File: src/rtl/dmem_arbiter_pkg.sv
// Shared types and constants for the two-requester DMem arbiter.
// Optional build feature: ARB_PERF_EN (performance counters in dmem_arbiter).
package dmem_arbiter_pkg;

    typedef enum logic {
        ARB_IDLE   = 1'b0,
        ARB_LOCKED = 1'b1
    } arb_state_t;

    localparam int REQ_CORE   = 0;
    localparam int REQ_LOADER = 1;

    localparam int DEF_ADDR_W    = 32;
    localparam int DEF_DATA_W    = 32;
    localparam int DEF_MAX_BURST = 4;
    localparam int PERF_W        = 32;

    // Burst counter needs at least one bit even when MAX_BURST is 1.
    function automatic int cnt_width(input int max_burst);
        return (max_burst > 1) ? $clog2(max_burst) : 1;
    endfunction

endpackage

File: src/rtl/dmem_arbiter_if.sv
// Requester-side handshake plus DMem port bundle for dmem_arbiter.
// master = environment (requesters + memory), slave = arbiter.
interface dmem_arbiter_if #(
    parameter int ADDR_W = 32,
    parameter int DATA_W = 32
);
    logic [1:0]          req_valid;
    logic [1:0]          req_ready;
    logic [1:0]          req_we;
    logic [1:0]          req_lock;
    logic [2*ADDR_W-1:0] req_addr;
    logic [2*DATA_W-1:0] req_wdata;
    logic [1:0]          resp_valid;
    logic [DATA_W-1:0]   resp_rdata;
    logic                mem_we;
    logic [ADDR_W-1:0]   mem_addr;
    logic [DATA_W-1:0]   mem_wd;
    logic [DATA_W-1:0]   mem_rd;

    modport master (
        output req_valid, req_we, req_lock, req_addr, req_wdata, mem_rd,
        input  req_ready, resp_valid, resp_rdata, mem_we, mem_addr, mem_wd
    );

    modport slave (
        input  req_valid, req_we, req_lock, req_addr, req_wdata, mem_rd,
        output req_ready, resp_valid, resp_rdata, mem_we, mem_addr, mem_wd
    );

endinterface

File: src/rtl/dmem_arbiter_rr_pick2.sv
// Combinational two-way round-robin pick: on conflict the requester
// that was not served last wins.
module rr_pick2 (
    input  logic [1:0] valid,
    input  logic       last,
    output logic [1:0] grant
);

    always_comb begin
        grant = '0;
        unique case (valid)
            2'b01:   grant = 2'b01;
            2'b10:   grant = 2'b10;
            2'b11:   grant = last ? 2'b01 : 2'b10;
            default: grant = '0;
        endcase
    end

endmodule

File: src/rtl/dmem_arbiter.sv
// Two-requester DMem arbiter: zero-latency grant, round-robin on conflict,
// bounded burst locking, registered read response. Optional: ARB_PERF_EN.
module dmem_arbiter
    import dmem_arbiter_pkg::*;
#(
    parameter int ADDR_W    = DEF_ADDR_W,
    parameter int DATA_W    = DEF_DATA_W,
    parameter int MAX_BURST = DEF_MAX_BURST
) (
    input  logic                clk,
    input  logic                reset,
    dmem_arbiter_if.slave       bus
`ifdef ARB_PERF_EN
    ,
    output logic [PERF_W-1:0]   grant_cnt0,
    output logic [PERF_W-1:0]   grant_cnt1,
    output logic [PERF_W-1:0]   conflict_cnt
`endif
);

    localparam int CNT_W      = cnt_width(MAX_BURST);
    localparam int LAST_BURST = MAX_BURST - 1;

    arb_state_t        state_q, state_d;
    logic              owner_q, owner_d;
    logic              last_q, last_d;
    logic [CNT_W-1:0]  burst_cnt_q, burst_cnt_d;

    logic [1:0]        rr_grant;
    logic [1:0]        grant;
    logic              gidx;
    logic              xfer;
    logic              rd_xfer;

    logic [1:0]        resp_valid_q;
    logic [DATA_W-1:0] resp_rdata_q;

    rr_pick2 u_pick (
        .valid (bus.req_valid),
        .last  (last_q),
        .grant (rr_grant)
    );

    // While locked only the owner can be granted; the other side stalls.
    always_comb begin
        grant = '0;
        unique case (state_q)
            ARB_IDLE:   grant = rr_grant;
            ARB_LOCKED: grant[owner_q] = bus.req_valid[owner_q];
            default:    grant = '0;
        endcase
    end

    assign gidx    = grant[REQ_LOADER];
    assign xfer    = |grant;
    assign rd_xfer = xfer && !bus.req_we[gidx];

    always_comb begin
        bus.req_ready = grant;
        bus.mem_we    = 1'b0;
        bus.mem_addr  = '0;
        bus.mem_wd    = '0;
        if (xfer) begin
            bus.mem_we   = bus.req_we[gidx];
            bus.mem_addr = gidx ? bus.req_addr[ADDR_W +: ADDR_W]
                                : bus.req_addr[0 +: ADDR_W];
            bus.mem_wd   = gidx ? bus.req_wdata[DATA_W +: DATA_W]
                                : bus.req_wdata[0 +: DATA_W];
        end
    end

    always_comb begin
        state_d     = state_q;
        owner_d     = owner_q;
        last_d      = last_q;
        burst_cnt_d = burst_cnt_q;
        if (xfer) begin
            if (bus.req_lock[gidx] && (int'(burst_cnt_q) < LAST_BURST)) begin
                state_d     = ARB_LOCKED;
                owner_d     = gidx;
                burst_cnt_d = burst_cnt_q + CNT_W'(1);
            end else begin
                state_d     = ARB_IDLE;
                last_d      = gidx;
                burst_cnt_d = '0;
            end
        end else if (state_q == ARB_LOCKED && !bus.req_lock[owner_q]) begin
            // Idle owner releasing the lock hands the bus back to round-robin.
            state_d     = ARB_IDLE;
            last_d      = owner_q;
            burst_cnt_d = '0;
        end
    end

    always_ff @(posedge clk or posedge reset) begin
        if (reset) begin
            state_q     <= ARB_IDLE;
            owner_q     <= 1'b0;
            last_q      <= 1'b1;
            burst_cnt_q <= '0;
        end else begin
            state_q     <= state_d;
            owner_q     <= owner_d;
            last_q      <= last_d;
            burst_cnt_q <= burst_cnt_d;
        end
    end

    always_ff @(posedge clk or posedge reset) begin
        if (reset) begin
            resp_valid_q <= '0;
            resp_rdata_q <= '0;
        end else begin
            resp_valid_q <= rd_xfer ? grant : 2'b00;
            if (rd_xfer) begin
                resp_rdata_q <= bus.mem_rd;
            end
        end
    end

    assign bus.resp_valid = resp_valid_q;
    assign bus.resp_rdata = resp_rdata_q;

`ifdef ARB_PERF_EN
    logic conflict;
    assign conflict = |(bus.req_valid & ~grant);

    always_ff @(posedge clk or posedge reset) begin
        if (reset) begin
            grant_cnt0   <= '0;
            grant_cnt1   <= '0;
            conflict_cnt <= '0;
        end else begin
            if (grant[REQ_CORE] && grant_cnt0 != '1) begin
                grant_cnt0 <= grant_cnt0 + PERF_W'(1);
            end
            if (grant[REQ_LOADER] && grant_cnt1 != '1) begin
                grant_cnt1 <= grant_cnt1 + PERF_W'(1);
            end
            if (conflict && conflict_cnt != '1) begin
                conflict_cnt <= conflict_cnt + PERF_W'(1);
            end
        end
    end
`endif

endmodule
File: src/flat_wrapper.sv
// flat-port wrapper written by rule: the top's interface ports become plain ports
module dmem_arbiter_flat import dmem_arbiter_pkg::*;
#(
    parameter int ADDR_W    = DEF_ADDR_W,
    parameter int DATA_W    = DEF_DATA_W,
    parameter int MAX_BURST = DEF_MAX_BURST
)
  (clk, reset, bus_req_valid, bus_req_we, bus_req_lock, bus_req_addr, bus_req_wdata, bus_mem_rd, bus_req_ready, bus_resp_valid, bus_resp_rdata, bus_mem_we, bus_mem_addr, bus_mem_wd);
  dmem_arbiter_if #(.ADDR_W(ADDR_W), .DATA_W(DATA_W)) bus_i ();
  input  logic clk;
  input  logic reset;
  input wire logic [$bits(bus_i.req_valid)-1:0] bus_req_valid;
  input wire logic [$bits(bus_i.req_we)-1:0] bus_req_we;
  input wire logic [$bits(bus_i.req_lock)-1:0] bus_req_lock;
  input wire logic [$bits(bus_i.req_addr)-1:0] bus_req_addr;
  input wire logic [$bits(bus_i.req_wdata)-1:0] bus_req_wdata;
  input wire logic [$bits(bus_i.mem_rd)-1:0] bus_mem_rd;
  output wire logic [$bits(bus_i.req_ready)-1:0] bus_req_ready;
  output wire logic [$bits(bus_i.resp_valid)-1:0] bus_resp_valid;
  output wire logic [$bits(bus_i.resp_rdata)-1:0] bus_resp_rdata;
  output wire logic [$bits(bus_i.mem_we)-1:0] bus_mem_we;
  output wire logic [$bits(bus_i.mem_addr)-1:0] bus_mem_addr;
  output wire logic [$bits(bus_i.mem_wd)-1:0] bus_mem_wd;
  assign bus_i.req_valid = bus_req_valid;
  assign bus_i.req_we = bus_req_we;
  assign bus_i.req_lock = bus_req_lock;
  assign bus_i.req_addr = bus_req_addr;
  assign bus_i.req_wdata = bus_req_wdata;
  assign bus_i.mem_rd = bus_mem_rd;
  assign bus_req_ready = bus_i.req_ready;
  assign bus_resp_valid = bus_i.resp_valid;
  assign bus_resp_rdata = bus_i.resp_rdata;
  assign bus_mem_we = bus_i.mem_we;
  assign bus_mem_addr = bus_i.mem_addr;
  assign bus_mem_wd = bus_i.mem_wd;
  dmem_arbiter #(.ADDR_W(ADDR_W), .DATA_W(DATA_W), .MAX_BURST(MAX_BURST)) u_core (.clk(clk), .reset(reset), .bus(bus_i));
endmodule
File: config.mk
export PLATFORM = sky130hd
export DESIGN_NAME = dmem_arbiter_flat
export DESIGN_NICKNAME = d
export VERILOG_FILES = /design/src/rtl/dmem_arbiter_pkg.sv /design/src/rtl/dmem_arbiter_if.sv /design/src/rtl/dmem_arbiter_rr_pick2.sv /design/src/rtl/dmem_arbiter.sv /design/src/flat_wrapper.sv
export SDC_FILE = /design/constraint.sdc
export NUM_CORES = 1
export LEC_CHECK = 0
export CAP_MARGIN = 0
export CORE_AREA = 8 8 98 100
export CTS_BUF_LIST = sky130_fd_sc_hd__clkbuf_8
export CTS_CLUSTER_SIZE = 24
export DETAILED_ROUTE_END_ITERATION = 8
export DIE_AREA = 0 0 106 108
export DONT_BUFFER_PORTS = 1
export RECOVER_POWER = 25
export SETUP_SLACK_MARGIN = 0.5
export SYNTH_ARGS = -nofsm -noshare
export SYNTH_HDL_FRONTEND = slang
export SYNTH_SLANG_ARGS = --single-unit
File: constraint.sdc
create_clock -name clk -period 3.75 [get_ports clk]
set_input_delay 0.75 -clock clk [delete_from_list [all_inputs] [get_ports clk]]
set_output_delay 0.75 -clock clk [all_outputs]
set_load 0.01 [all_outputs]
# Word level (Yosys, flattened, before mapping)
# Index checks and enable logic that the tools add are counted.
dict set report op_classes {
  mux 28
  n_reduce_logical 10
  add_sub_neg 1
  bitwise 2
  n_lt_le_gt_ge 4
  eq_ne 4
}
# op n
set op_table {}
lappend op_table {{$mux W32} 4}
lappend op_table {{$mux W1} 16}
lappend op_table {{$mux W2} 5}
lappend op_table {{$pmux W2 S3} 1}
lappend op_table {{$eq A2 B2 Y1 const B} 2}
lappend op_table {{$logic_and A1 B1 Y1} 4}
lappend op_table {{$lt A1 B2 Y1 const B} 2}
lappend op_table {{$pmux W2 S2} 1}
lappend op_table {{$reduce_and A2 Y1} 2}
lappend op_table {{$add A2 B1 Y2 const B} 1}
lappend op_table {{$and A2 B2 Y2} 1}
lappend op_table {{$eq A2 B1 Y1 const B} 1}
lappend op_table {{$logic_not A1 Y1} 2}
lappend op_table {{$lt A2 B2 Y1 const B} 1}
lappend op_table {{$ne A2 B2 Y1 const B} 1}
lappend op_table {{$reduce_bool A2 Y1} 1}
lappend op_table {{$reduce_or A2 Y1} 1}
lappend op_table {{$demux W1 S1} 1}
lappend op_table {{$ge A1 B1 Y1 const B} 1}
lappend op_table {{$not A1 Y1} 1}
dict set report word_totals {
  out_inout_bits 101
  wordCells 55
  inputBits 168
  ff_bits 39
}

# Logic depth before layout (Yosys ltp)
dict set report logic_depth {
  depth_word 11
  depth_mapped 8
  ltp_nobuf 5
}

# By module
# From an unflattened synthesis, not the netlist that was laid out.
dict set report unflattened {
  cells_unflattened 331
  area_unflattened_um2 2647.5
}
# mod instances cells_per_inst seq_area_each_um2 area_per_inst_um2
set modules_own_cells {}
lappend modules_own_cells {dmem_arbiter 1 328 977.2 2628.8}
lappend modules_own_cells {rr_pick2 1 3 0.0 18.8}

# Worst setup path before layout
# OpenSTA, ideal clock, no wires.
dict set report synth_timing {
  path_kind {in2out}
  startpoint {in bus_req_valid[0]}
  endpoint {out bus_mem_addr[22]}
  t_required_ns 3.000
  path_stages 6
  slack_ns 1.315
  arrival_time_ns 1.685
  n_path_buf 1
  path_cell_list {nand3b_1 nand3_1 inv_2 clkbuf_1 nand2_1 a21oi_1}
}
dict set report synth_via {
  elab_chain_len 6
}
# item line_no
set synth_lines {}
lappend synth_lines {{start, declared} flat_wrapper.sv:12} ;# input wire logic [$bits(bus_i.req_valid)-1:0] bus_req_valid;
lappend synth_lines {{$mux W1 (not written as such) (2 in a row)} dmem_arbiter.sv:49} ;# ARB_LOCKED: grant[owner_q] = bus.req_valid[owner_q];
lappend synth_lines {{$and A2 B2 Y2 (no line)} -}
lappend synth_lines {{$pmux W2 S2 *} dmem_arbiter.sv:47} ;# unique case (state_q)
lappend synth_lines {{net bus_req_ready[1]} flat_wrapper.sv:18} ;# output wire logic [$bits(bus_i.req_ready)-1:0] bus_req_ready;
lappend synth_lines {{$mux W32 or $reduce_or A2 Y1 (tied branches)} {dmem_arbiter.sv:65, dmem_arbiter.sv:55}}
lappend synth_lines {{$mux W32 *} dmem_arbiter.sv:63} ;# if (xfer) begin
lappend synth_lines {{end, declared} flat_wrapper.sv:22} ;# output wire logic [$bits(bus_i.mem_addr)-1:0] bus_mem_addr;
# Mark *: on every way through the listed nets, which the timed path passes. The rest lies on a longest branch. The select of a mux whose other input is x is not followed.

# Final worst setup path
dict set report layout_timing {
  startpoint {reg u_core.owner_q}
  endpoint {out bus_mem_wd[7]}
}
dict set report layout_via {
  elab_chain_len 8
}
# item line_no
set layout_lines {}
lappend layout_lines {{start, declared} dmem_arbiter.sv:25} ;# logic owner_q, owner_d;
lappend layout_lines {{start signal, assigned} dmem_arbiter.sv:103} ;# owner_q <= owner_d;
lappend layout_lines {{$lt A1 B2 Y1 (not written as such) or $ge A1 B1 Y1 (tied branches)} dmem_arbiter.sv:49}
lappend layout_lines {{$logic_and A1 B1 Y1 (not written as such)} dmem_arbiter.sv:49}
lappend layout_lines {{$mux W1 (not written as such)} dmem_arbiter.sv:49}
lappend layout_lines {{$demux W1 S1} -}
lappend layout_lines {{$and A2 B2 Y2 (no line) *} -}
lappend layout_lines {{$pmux W2 S2 *} dmem_arbiter.sv:47}
lappend layout_lines {{$mux W32 or $reduce_or A2 Y1 (tied branches)} {dmem_arbiter.sv:67, dmem_arbiter.sv:55}}
lappend layout_lines {{$mux W32 *} dmem_arbiter.sv:63}
lappend layout_lines {{end, declared} flat_wrapper.sv:23} ;# output wire logic [$bits(bus_i.mem_wd)-1:0] bus_mem_wd;
# Mark *: on every way between the ends. The rest lies on a longest branch, timed or not. The select of a mux whose other input is x is not followed.

==> summary.txt <==
Route
  – # DRC: 0
  – Routed Antenna Nets: 0
  – DRT Pass-1 Iters: 7
  – Initial detailed-routing violation count: 194
  – Via count: 2360
  – Drt via density: 5.55
  – DR WL/cell: 22.9 microns
  – Post-Route WL: 9750 microns

Power and ir drop
  – P_sw: 1120 uW
  – Leakage: 0.00133 uW
  – Flop pwr share: 0.367
  – VDD IR max: 0.000280 V
  – PD cells: 864 nW/um^2
  – Design internal power: 1340 uW
  – Clk pwr share: 0.139
  – Sw frac: 0.454
  – Logic pwr share: 0.494

Yosys
  – Sequential element share of the synthesized area: 0.362
  – Synth top area share: 0.352
  – Synth cell types: 35
  – Synth area leaders: dfrtp_1 35%, nand2_1 18%, mux2_4 17%
  – Post-synth top area cell: dfrtp_1
  – Cells after synthesis: 332
  – Post-Syn Area per Cell: 8.13 sq um
  – Post-Synthesis Cell Area: 2700 sq um
  – Ys Warns: 0
  – Post-synth net total: 501
  – #FFs+latches synth: 39

Floorplanning
  – CORE AREA: 8050 sq um
  – Horiz. Die Dim: 106 microns
  – # rows: 33
  – # IOs: 269
  – Initial Util: 0.335
  – Die Height: 108 microns
  – Die footprint: 11400 sq um

Timing
  – # setup viols final: 0
  – Final Hold Viols: 0
  – FMAX: 0.337 GHz
  – Fin Setup TNS: 0 ps
  – Final setup skew: 5.45 ps
  – Period utilisation layout: 0.791
  – RSZ-0062 raised after global routing: no
  – Rel. slew slack: -0.361
  – Tmin final: 2970 ps
  – Max-slew violation count: 40
  – Actual slew at the worst max-slew pin: 2040 ps

Placement
  – Placed insts: 417
  – GP Congestion: 0.851
  – Hpwl dp: 8160 microns
  – Port bufs: 0

Global routing
  – Largest net degree at the start of global routing: 67
  – Gr usage total: 0.146
  – GRT overflow: 0
  – Antenna violations before repair: 0
  – Vias in the first global route: 2353
  – First-pass GRT wire length: 13400 microns

Min path
  – Worst hold path type: reg2reg

Clock network
  – Clk root buf: clkbuf_8
  – H-tree depth: 2
  – Clock-pin slew on the worst setup and hold paths: 80 ps
  – CTS Sinks: 39
  – CTS Buf Count: 5
  – CTS Hold Bufs: 0
  – Post-CTS setup buffer count: 0
  – TritonCTS clock tree: done
  – Clk buf depth: 2
  – Resize count post-CTS: 0
  – Worst skew pair latency: 280 ps

Setup path
  – Crit path buf inv count: 1
  – CP peak stage delay: 590 ps
  – CP max stage cell: a21o_2
  – Worst Path Required: 3000 ps
  – Critical path capture point type: primary output
  – Worst-path fanout max: 38
  – Top delay family on crit path: compound AO/OA/AOI/OAI gates
  – Cell Chain, Critical Path: mux2i_1, a21o_2, buf_4, a21oi_1
  – Worst EP arrival: 2220 ps
  – Critical path type: reg2out
  – Worst setup SP type: flip-flop

Run
  – Number of max-cap violations: 1

Finish
  – Most common cell after layout, fill and taps aside: nand2_1
  – Commonest non-fill, non-tap cells in the layout: 131 x nand2_1, 68 x a21oi_1, 38 x dfrtp_1
  – Layout Cells excl Fill: 425
  – Layout area overhead: 5.47%
  – Layout cells sized above 1: 0.166
  – Ant diodes: 0
  – Final nets: 488

Run status
  – Failing checks: capacitance limit, slew limit
  – Outcome: finished with violations
[per-layer routing]
metal  track usage  wire [microns]  part of all wire
met5             0               0                 0
met4        0.0362             142             0.015
met3        0.0583            1130              0.12
met2         0.248            4890              0.50
met1         0.169            3580              0.37
[metrics by stage]
| step | hold WS, ps | util | setup slack (ps) | area (sq um) | total power, uW |
|---|---|---|---|---|---|
| 2_1_floorplan | 463 | - | 1310 | 2700 | 1930 |
| 5_1_grt | 508 | 0.354 | 597 | 2850 | 2640 |
| 3_5_place_dp | 500 | 0.342 | 965 | 2750 | 2140 |
| 3_3_place_gp | 494 | 0.342 | 1010 | 2750 | 2110 |
| 4_1_cts | 479 | 0.356 | 769 | 2860 | 2500 |
| 6_report | 512 | 0.354 | 784 | 2850 | 2460 |
[kinds of logic (layout without fill, tap and decap cells)]
| kind of cell | Yosys count | after routing | share of synthesized area |
|---|---|---|---|
| AOI/OAI and AO/OA | 82 | 82 | 0.172 |
| adders and majority gates | 1 | 1 | 0.00464 |
| buffers and inverters | 31 | 19 | 0.0612 |
| DFF | 39 | 39 | 0.362 |
| muxes | 34 | 34 | 0.183 |
| and+or+nand+nor | 145 | 145 | 0.218 |
[sequential cells by signal, indices dropped and copies added, names as in the netlist]
register	flops
u_core.owner_q	1
u_core.burst_cnt_q	2
u_core.bus.resp_valid	2
u_core.last_q	1
u_core.state_q	1
u_core.bus.resp_rdata	32
[worst paths after layout]
check | start | to | slack (ps) | depth (start not counted)
max | u_core.owner_q | bus_mem_wd[7] | 780 | 4
min | u_core.burst_cnt_q[0] | u_core.burst_cnt_q[0] | 510 | 1
max reg2reg | u_core.state_q | u_core.bus.resp_rdata[27] | 1300 | 4
min reg2reg | u_core.burst_cnt_q[0] | u_core.burst_cnt_q[0] | 510 | 1
max in group asynchronous | reset | u_core.bus.resp_rdata[8] | 1490 | 2
min in group asynchronous | reset | u_core.bus.resp_rdata[0] | 1090 | 2
[area by class of cell]
cell class	count	area, sq um
Multi-Input combinational cell	262	1550
Clock inverter	3	43.8
Tap cell	105	131
Timing Repair Buffer	7	61.3
Sequential cell	39	977
Fill cell	832	5200
Inverter	4	15.0
Clock buffer	5	68.8
[cell usage after synthesis, drive strengths merged]
master	count
dfrtp	38
mux2	32
a22o	1
a221oi	1
o31ai	2
buf	20
clkbuf	7
o21ai	2
and3b	1
nand3	3
nand3b	1
a211oi	2
a21o	2
o311a	1
and3	1
a21oi	69
dfstp	1
nand2	131
nor3b	1
a2111oi	1
nor2	2
nand2b	2
ha	1
nor2b	1
inv	4
a211o	1
nand4	2
mux2i	2
[worst reg2reg max path, delay by kind of cell, from the launching register on]
kind | cells | cell delay [ps]
DFF | 1 | 540
muxes | 1 | 510
and+or+nand+nor | 2 | 790
AOI/OAI and AO/OA | 1 | 490
[power groups by stage]
stage	Clock [uW]	Sequential (uW)	Combinational [uW]
global placement	0	906	1210
floorplan	0	831	1100
global route	373	936	1330
detailed placement	0	916	1230
CTS	354	910	1240
finish	343	903	1210
Power figures use the tool's default switching activity.
